## config.mk

```make
export PLATFORM = sky130hd
export DESIGN_NAME = wb_stage
export DESIGN_NICKNAME = d
export VERILOG_FILES = /design/src/rtl/wb_stage.sv
export SDC_FILE = /design/constraint.sdc
export NUM_CORES = 1
export LEC_CHECK = 0
export CAP_MARGIN = 0
export CORE_MARGIN = 10
export CORE_UTILIZATION = 45
export CTS_CLUSTER_DIAMETER = 80
export DETAILED_ROUTE_END_ITERATION = 8
export PLACE_DENSITY = 0.9
export SLEW_MARGIN = 20
export SYNTH_ARGS = -nofsm -noshare
export SYNTH_HDL_FRONTEND = slang
export SYNTH_SLANG_ARGS = --single-unit
```

## constraint.sdc

```tcl
create_clock -name clk -period 2.7 [get_ports clk]
set_input_delay 0.405 -clock clk [delete_from_list [all_inputs] [get_ports clk]]
set_output_delay 0.405 -clock clk [all_outputs]
set_load 0.02 [all_outputs]
```

## src/rtl/wb_stage.sv

```systemverilog
// Writeback/flag stage: registers ALU results into the regfile, PC, OUT port and S/Z/C/V flags; latency 1.
// Backpressure: ready_out low while waiting on load data or halted; offers presented then are dropped.
module wb_stage #(
  parameter int WIDTH   = 16,
  parameter int RADDR_W = 3
) (
  input  logic               clk,
  input  logic               rst_n,
  input  logic               valid_in,
  output logic               ready_out,
  input  logic [WIDTH-1:0]   alu_out,
  input  logic               s_in,
  input  logic               z_in,
  input  logic               c_in,
  input  logic               v_in,
  input  logic               hlt_in,
  input  logic [1:0]         op1,
  input  logic [2:0]         op2,
  input  logic [3:0]         opcode,
  input  logic [RADDR_W-1:0] rd_addr,
  input  logic               mem_rvalid,
  input  logic [WIDTH-1:0]   mem_rdata,
  output logic               reg_we,
  output logic [RADDR_W-1:0] reg_waddr,
  output logic [WIDTH-1:0]   reg_wdata,
  output logic               pc_load,
  output logic [WIDTH-1:0]   pc_target,
  output logic               s_q,
  output logic               z_q,
  output logic               c_q,
  output logic               v_q,
  output logic [WIDTH-1:0]   out_port,
  output logic               out_valid,
  output logic               halted
);

  typedef enum logic [1:0] {
    RUN      = 2'd0,
    WAIT_MEM = 2'd1,
    HALT     = 2'd2
  } state_t;

  typedef struct packed {
    logic wr;
    logic flg;
    logic out;
    logic br;
    logic ld;
    logic hlt;
  } act_t;

  state_t               state_q, state_d;
  act_t                 act;
  logic                 accept;
  logic [3:0]           flags_q, flags_d;
  logic [RADDR_W-1:0]   ld_addr_q, ld_addr_d;

  logic                 reg_we_d;
  logic [RADDR_W-1:0]   reg_waddr_d;
  logic [WIDTH-1:0]     reg_wdata_d;
  logic                 pc_load_d;
  logic [WIDTH-1:0]     pc_target_d;
  logic [WIDTH-1:0]     out_port_d;
  logic                 out_valid_d;
  logic                 halted_d;

  // Gated by rst_n so every output reads 0 while reset is held.
  assign ready_out = rst_n & (state_q == RUN);
  assign accept    = valid_in & ready_out;

  assign s_q = flags_q[3];
  assign z_q = flags_q[2];
  assign c_q = flags_q[1];
  assign v_q = flags_q[0];

  // Instruction decode into the set of side effects an accepted op has.
  always_comb begin
    act = '0;
    if (hlt_in) begin
      act.hlt = 1'b1;
    end else begin
      unique case (op1)
        2'b11: begin
          case (opcode)
            4'd5:       act.flg = 1'b1;
            4'd7, 4'd14: ;
            4'd12:      act.wr  = 1'b1;
            4'd13:      act.out = 1'b1;
            4'd15:      act.hlt = 1'b1;
            default: begin
              act.wr  = 1'b1;
              act.flg = 1'b1;
            end
          endcase
        end
        2'b00: act.ld = 1'b1;
        2'b01: ;
        2'b10: begin
          case (op2)
            3'b000:         act.wr = 1'b1;
            3'b100, 3'b111: act.br = 1'b1;
            default: ;
          endcase
        end
      endcase
    end
  end

  always_ff @(posedge clk or negedge rst_n) begin
    if (!rst_n) begin
      state_q <= RUN;
    end else begin
      state_q <= state_d;
    end
  end

  always_comb begin
    state_d = state_q;
    case (state_q)
      RUN: begin
        if (accept) begin
          if (act.hlt)     state_d = HALT;
          else if (act.ld) state_d = WAIT_MEM;
        end
      end
      WAIT_MEM: if (mem_rvalid) state_d = RUN;
      HALT:     state_d = HALT;
      default:  state_d = RUN;
    endcase
  end

  always_comb begin
    reg_we_d    = 1'b0;
    reg_waddr_d = reg_waddr;
    reg_wdata_d = reg_wdata;
    pc_load_d   = 1'b0;
    pc_target_d = pc_target;
    out_port_d  = out_port;
    out_valid_d = 1'b0;
    halted_d    = halted;
    flags_d     = flags_q;
    ld_addr_d   = ld_addr_q;
    case (state_q)
      RUN: begin
        if (accept) begin
          if (act.wr) begin
            reg_we_d    = 1'b1;
            reg_waddr_d = rd_addr;
            reg_wdata_d = alu_out;
          end
          if (act.flg) flags_d = {s_in, z_in, c_in, v_in};
          if (act.out) begin
            out_port_d  = alu_out;
            out_valid_d = 1'b1;
          end
          if (act.br) begin
            pc_load_d   = 1'b1;
            pc_target_d = alu_out;
          end
          if (act.ld)  ld_addr_d = rd_addr;
          if (act.hlt) halted_d  = 1'b1;
        end
      end
      WAIT_MEM: begin
        if (mem_rvalid) begin
          reg_we_d    = 1'b1;
          reg_waddr_d = ld_addr_q;
          reg_wdata_d = mem_rdata;
        end
      end
      HALT:    halted_d = 1'b1;
      default: ;
    endcase
  end

  always_ff @(posedge clk or negedge rst_n) begin
    if (!rst_n) begin
      reg_we    <= 1'b0;
      reg_waddr <= '0;
      reg_wdata <= '0;
      pc_load   <= 1'b0;
      pc_target <= '0;
      out_port  <= '0;
      out_valid <= 1'b0;
      halted    <= 1'b0;
      flags_q   <= '0;
      ld_addr_q <= '0;
    end else begin
      reg_we    <= reg_we_d;
      reg_waddr <= reg_waddr_d;
      reg_wdata <= reg_wdata_d;
      pc_load   <= pc_load_d;
      pc_target <= pc_target_d;
      out_port  <= out_port_d;
      out_valid <= out_valid_d;
      halted    <= halted_d;
      flags_q   <= flags_d;
      ld_addr_q <= ld_addr_d;
    end
  end

endmodule

```

==> impl_metrics.env, run 1 <==
export IMPL_row_count=30
export IMPL_dp_cells=453
export IMPL_fin_skew_ns=0.00648
export IMPL_finalSetupTns_ns=0
export IMPL_grt_pass1_vias=2945
export IMPL_clk_pin_slew_worst_paths_ns=0.08
export IMPL_synth_area_um2=3090
export IMPL_start_util=0.460
export IMPL_synth_xor_area_frac=0.00284
export IMPL_grt_max_degree=66
export IMPL_cp_max_fo=25
export IMPL_cts_buffers=9
export IMPL_crit_required_ns=2.30
export IMPL_worst_pin_slew_ns=0.823
export IMPL_routedWlPerCell_um=20.7
export IMPL_path_class="flip-flop to output port"
export IMPL_r2r_slack_ns=0.80
export IMPL_outcome="complete, no violations"
export IMPL_async_flop_share=1.00
export IMPL_rsz0062_at_grt="false"
export IMPL_maxCapViolations=0
export IMPL_ir_drop_mv=0.337
export IMPL_layoutNonFillerInstCount=469
export IMPL_ys_seq_area_frac=0.519
export IMPL_mostFrequentLayoutCell="clkdlybuf4s50_1"
export IMPL_cts_sinks=64
export IMPL_hold_ws_ns=0.340
export IMPL_grt_antenna_before_repair=0
export IMPL_area_growth_pct=47.9
export IMPL_cts_hold_fix_buffers=0
export IMPL_max_clock_freq_mhz=454
export IMPL_setup_viol=0
export IMPL_numPortBuffers=112
export IMPL_diodes=0
export IMPL_synth_compound_area_frac=0.0843
export IMPL_grt_pass1_wl_mm=15.3
export IMPL_synthSimpleGateAreaFrac=0.213
export IMPL_layout_min_cycle_time_ns=2.20
export IMPL_vias=2804
export IMPL_final_area_um2=4570
export IMPL_synthMuxAreaShare=0.142
export IMPL_fin_crit_sh=0.817
export IMPL_synth_cells=275
export IMPL_grtUsageTotal=0.185
export IMPL_die_x_um=103
export IMPL_io_pins=113
export IMPL_ys_warn_count=0
export IMPL_drc_errors=0
export IMPL_synth_cell_types=31
export IMPL_cts_tree="yes"
export IMPL_cp_start_kind="flip-flop"
export IMPL_root_buffer="clkbuf_8"
export IMPL_dr_pass1_iters=4
export IMPL_crit_arrival_ns=1.80
export IMPL_syn_nets=328
export IMPL_yosys_area_share_adder=0
export IMPL_die_area_um2=10600
export IMPL_hold_path_class="primary input to async pin"
export IMPL_synth_top_family_by_area="simple AND/OR/NAND/NOR gates"
export IMPL_cts_resized=0
export IMPL_final_cell_mix="clkdlybuf4s50_1 (111), dfrtp_1 (64), nand3_1 (22), mux2_2 (21)"
export IMPL_core_um2=6720
export IMPL_maxSlewHeadroom=0.451
export IMPL_power_mw=2.30
export IMPL_fin_nets=437
export IMPL_place_gp_congestion=0.928
export IMPL_clockBufferDepth=2
export IMPL_p_leak_nw=2.00
export IMPL_hold_viol=0
export IMPL_synth_ff_type="dfrtp_1"
export IMPL_dp_hpwl_mm=6.98
export IMPL_drv_slew=0
export IMPL_postCtsSetupBuffers=0
export IMPL_grt_overflow_total=0
export IMPL_avgSynthCellArea_um2=11.2
export IMPL_placed_cell_area_um2=4320
export IMPL_wirelength_mm=9.73
export IMPL_synth_edf_count=0
export IMPL_final_antenna_net_count=0
export IMPL_viasPerCell=5.98
export IMPL_power_density_nw_per_um2=503
export IMPL_h_tree_depth=3
export IMPL_drt_iter0_markers=153
export IMPL_drive_gt1_frac=0.139
export IMPL_critPathCaptureType="output port"
export IMPL_die_h_um=103
export IMPL_insertion_delay_ns=0.34
export IMPL_ys_ff_latch=64
[state kept, by name, summed over array words and instances (netlist names)]
| signal | cells |
|---|---|
| halted | 1 |
| pc_load | 1 |
| reg_we | 1 |
| out_valid | 1 |
| reg_waddr | 3 |
| pc_target | 16 |
| ld_addr_q | 3 |
| out_port | 16 |
| state_q | 2 |
| reg_wdata | 16 |
| flags_q | 4 |
[per-layer routing]
layer / part of all wire / vias to the layer above / routed length, um / track usage
met4: 0.021 / 0 / 203 / 0.0684
met5: 0 / - / 0 / 0
met1: 0.40 / 1367 / 3860 / 0.229
li1: - / 1274 / - / -
met3: 0.10 / 19 / 1010 / 0.0617
met2: 0.48 / 144 / 4650 / 0.293
[kinds of logic (layout without fill, tap and decap cells)]
| group | Yosys count | in the layout |
|---|---|---|
| xor gates and xnor gates | 1 | 1 |
| DFF | 64 | 64 |
| and+or+nand+nor | 98 | 98 |
| AOI/OAI and AO/OA | 45 | 45 |
| buffers and inverters | 28 | 142 |
| muxes | 39 | 39 |
[layout make-up]
| class | count | area, um2 |
|---|---|---|
| timing repair buffer | 125 | 1240 |
| sequential | 64 | 1600 |
| inverter | 1 | 3.75 |
| fill | 517 | 2150 |
| multi-input combinational | 183 | 1370 |
| clock inverter | 6 | 115 |
| tap | 80 | 100 |
| clock buffer | 10 | 138 |
[synthesized netlist by cell type (all sizes together) (2+ instances only)]
cell	instances	area (um2)
a31oi	20	125
nor4	3	33.8
or3	2	12.5
nand4	20	125
o21ai	20	100
mux2	39	439
nand3	22	110
buf	5	35.0
o21bai	2	15.0
nor2	3	11.3
nor4b	20	190
and3	19	119
clkbuf	22	82.6
nand2	3	11.3
dfrtp	64	1600
[critical path, stage by stage, from the launching register on]
cell and delay, ns:
dfrtp_1 0.39, buf_4 0.22, nor3b_1 0.20, clkdlybuf4s50_1 0.64
[report_power, final]
| group | leakage [nW] | internal (mW) | total (mW) | switching, mW |
|---|---|---|---|---|
| Sequential | 0.779 | 0.985 | 0.999 | 0.0141 |
| Combinational | 1.09 | 0.138 | 0.261 | 0.123 |
| Clock | 0.123 | 0.643 | 1.04 | 0.396 |
| Total | 2.00 | 1.77 | 2.30 | 0.533 |
[path summary, 6_finish.rpt]
path / startpoint / endpoint / depth (start not counted)
max: state_q[0] / ready_out / 3
min: rst_n / reg_wdata[2] / 2
max reg2reg: state_q[0] / pc_target[12] / 4
min reg2reg: halted / halted / 1
max in group asynchronous: rst_n / out_port[5] / 2
min in group clk: halted / halted / 1
[stage by stage]
stage                util  setup WS (ns)
detailed placement  0.642          0.219
global route        0.680          0.386
floorplan               -          0.550
global placement    0.642          0.249
CTS                 0.680          0.481
finish              0.680          0.495
Note: power is estimated with default switching activity, not from simulation.
==> inputs of run 2 (changes only) <==
--- a/config.mk
+++ b/config.mk
@@ -7,10 +7,10 @@
 export LEC_CHECK = 0
 export CAP_MARGIN = 0
 export CORE_MARGIN = 10
-export CORE_UTILIZATION = 45
+export CORE_UTILIZATION = 40
 export CTS_CLUSTER_DIAMETER = 80
 export DETAILED_ROUTE_END_ITERATION = 8
-export PLACE_DENSITY = 0.9
+export PLACE_DENSITY = 0.85
 export SLEW_MARGIN = 20
 export SYNTH_ARGS = -nofsm -noshare
 export SYNTH_HDL_FRONTEND = slang
==> constraint.sdc (replaced) <==
create_clock -name clk -period 1.9 [get_ports clk]
set_input_delay 0.285 -clock clk [delete_from_list [all_inputs] [get_ports clk]]
set_output_delay 0.285 -clock clk [all_outputs]
set_load 0.02 [all_outputs]
==> run 2 against run 1 <==
  * Clock skew is 0.0021 ns lower
  * Critical path depth up 1
  * Largest cell class unchanged
  * Routed wire length increased by 7.1%
  * Die area rose by 10%
  * Critical endpoint is now pc_target[10]
  * Utilization is 3.0 points lower
  * Highest routed layer unchanged
  * Combinational power increased by 54%
  * Clock power rose by 9%
  * Global-route usage is 1.6 points lower
  * Largest power group is now sequential cells
  * Non-clock buffer count rose by 16
  * Worst setup slack got worse by 0.49 ns
  * Via count is 4.4% higher
==> impl_metrics.env, run 2 (synthesized netlist as in run 1, its figures left out) <==
export IMPL_outcome="complete, no violations"
export IMPL_critPathMaxStageDelay_ns=0.43
export IMPL_grt_max_degree=66
export IMPL_power_density_nw_per_um2=616
export IMPL_p_comb_frac=0.136
export IMPL_fin_crit_sh=0.995
export IMPL_drive_gt1_frac=0.223
export IMPL_crit_required_ns=2.11
export IMPL_viasPerCell=5.82
export IMPL_h_tree_depth=3
export IMPL_grt_overflow_total=0
export IMPL_grtUsageTotal=0.169
export IMPL_mostFrequentLayoutCell="clkdlybuf4s50_1"
export IMPL_insertion_delay_ns=0.33
export IMPL_clk_pin_slew_worst_paths_ns=0.07
export IMPL_max_clock_freq_mhz=529
export IMPL_setup_viol=0
export IMPL_wirelength_mm=10.4
export IMPL_grt_pass1_wl_mm=15.6
export IMPL_crit_arrival_ns=2.10
export IMPL_top_regs="out_port: 16 flops, pc_target: 16 flops, reg_wdata: 16 flops"
export IMPL_ir_drop_mv=0.431
export IMPL_cts_sinks=64
export IMPL_path_class="flip-flop to flip-flop"
export IMPL_cts_buffers=9
export IMPL_critPathCaptureType="flip-flop"
export IMPL_placed_cell_area_um2=4460
export IMPL_fillers=586
export IMPL_cp_max_fo=8
export IMPL_die_h_um=108
export IMPL_drc_errors=0
export IMPL_io_pins=113
export IMPL_power_net_switching_mw=0.703
export IMPL_maxSlewHeadroom=0.456
export IMPL_diodes=0
export IMPL_die_x_um=108
export IMPL_hold_path_class="primary input to async pin"
export IMPL_drt_iter0_markers=211
export IMPL_cts_hold_fix_buffers=0
export IMPL_hold_viol=0
export IMPL_final_area_um2=4790
export IMPL_dp_hpwl_mm=7.35
export IMPL_vias=2928
export IMPL_start_util=0.419
export IMPL_rsz0062_at_grt="true"
export IMPL_cp_start_kind="flip-flop"
export IMPL_die_area_um2=11600
export IMPL_grt_pass1_vias=2917
export IMPL_clockBufferDepth=2
export IMPL_drv_slew=0
export IMPL_intPower_mw=2.25
export IMPL_routedWlPerCell_um=20.7
export IMPL_worst_pin_slew_ns=0.816
export IMPL_final_antenna_net_count=0
export IMPL_pwr_share_clk=0.383
export IMPL_layoutNonFillerInstCount=503
export IMPL_grt_antenna_before_repair=0
export IMPL_maxCapViolations=0
export IMPL_row_count=31
export IMPL_place_gp_congestion=0.811
export IMPL_p_leak_nw=2.09
export IMPL_area_growth_pct=55.2
export IMPL_final_cell_mix="clkdlybuf4s50_1 (108), dfrtp_1 (64), mux2_4 (26), nand3_1 (22), buf_4 (21)"
export IMPL_crit_path_cell_trace="or3_4 > nor4b_4 > buf_6 > mux2_4"
export IMPL_fin_skew_ns=0.00435
export IMPL_core_um2=7370
export IMPL_layout_min_cycle_time_ns=1.89
export IMPL_numPortBuffers=112
export IMPL_p_sw_frac=0.238
export IMPL_root_buffer="clkbuf_8"
export IMPL_fin_nets=453
export IMPL_cp_slowest_cell="or3_4"
export IMPL_dr_pass1_iters=4
export IMPL_pwr_share_seq=0.481
export IMPL_dp_cells=484
export IMPL_cts_tree="yes"
## run 2: cell types whose count changed in the layout (fill, tap and decap cells not counted), moves of 2 or more
cell             change
buf_4               +10
buf_6                +6
bufinv_16            -2
clkdlybuf4s50_1      -3
clkinv_2             +3
dlymetal6s2s_1       +2
mux2_1              -17
mux2_2               -9
mux2_4              +26
or3_1                -2
or3_4                +2
## run 2: path summary, 6_finish.rpt
| path | start | to | slack [ns] | depth (start not counted) |
|---|---|---|---|---|
| min reg2reg | halted | halted | 0.47 | 1 |
| min | rst_n | halted | 0.31 | 3 |
| max reg2reg | state_q[1] | pc_target[10] | 0.01 | 4 |
| min in group clk | valid_in | state_q[1] | 0.35 | 3 |
| max | state_q[1] | pc_target[10] | 0.01 | 4 |
| max in group asynchronous | rst_n | pc_target[12] | 1.06 | 3 |
## run 2: layout make-up
cell class | count | area, um2 | area share
multi-input cells | 183 | 1490 | 0.311
repair buffers | 141 | 1390 | 0.290
clock buffers | 11 | 141 | 0.0295
flip-flops and latches | 64 | 1600 | 0.334
clock inverters | 4 | 45.0 | 0.00940
inverters | 1 | 3.75 | 0.000783
well taps | 99 | 124 | 0.0258
## run 2: power groups by stage
stage                     Sequential, mW  Clock (mW)  Combinational (mW)
final                               1.42        1.13               0.402
after global routing                1.42        1.21               0.426
after CTS                           1.42        1.15               0.395
after detailed placement            1.45           0               0.393
after global placement              1.44           0               0.383
after floorplan                     1.48           0              0.0952
## run 2: worst max-delay path: cells and delay by family (launching register included)
family | cells | cell delay, ns
buffers and inverters | 1 | 0.22
muxes | 1 | 0.31
and+or+nand+nor | 2 | 0.85
DFF | 1 | 0.39
## run 2: per-stage QoR
stage          setup WS, ns  power (mW)  hold slack, ns  utilization  setup TNS (ns)
2_1_floorplan        -0.161        1.57         -0.0106            -           -2.66
3_3_place_gp         -0.487        1.83           0.467        0.605          -18.20
3_5_place_dp         -0.514        1.84           0.464        0.605          -20.04
4_1_cts              0.0130        2.97           0.344        0.634               0
5_1_grt             -0.0349        3.06           0.356        0.650          -0.411
6_report            0.00986        2.95           0.314        0.650               0
## run 2: layer usage
| metal | track usage | share of wire |
|---|---|---|
| met5 | 0 | 0 |
| met4 | 0.0525 | 0.011 |
| met3 | 0.0563 | 0.085 |
| met2 | 0.282 | 0.49 |
| met1 | 0.200 | 0.42 |
## run 2: repair_timing
action | 4_1_cts | 5_1_grt
gates cloned | 1 | 1
setup endpoints to repair | 40 | 40
setup buffers | 0 | 2
pin swaps | 2 | 3
gates resized for setup | 9 | 28
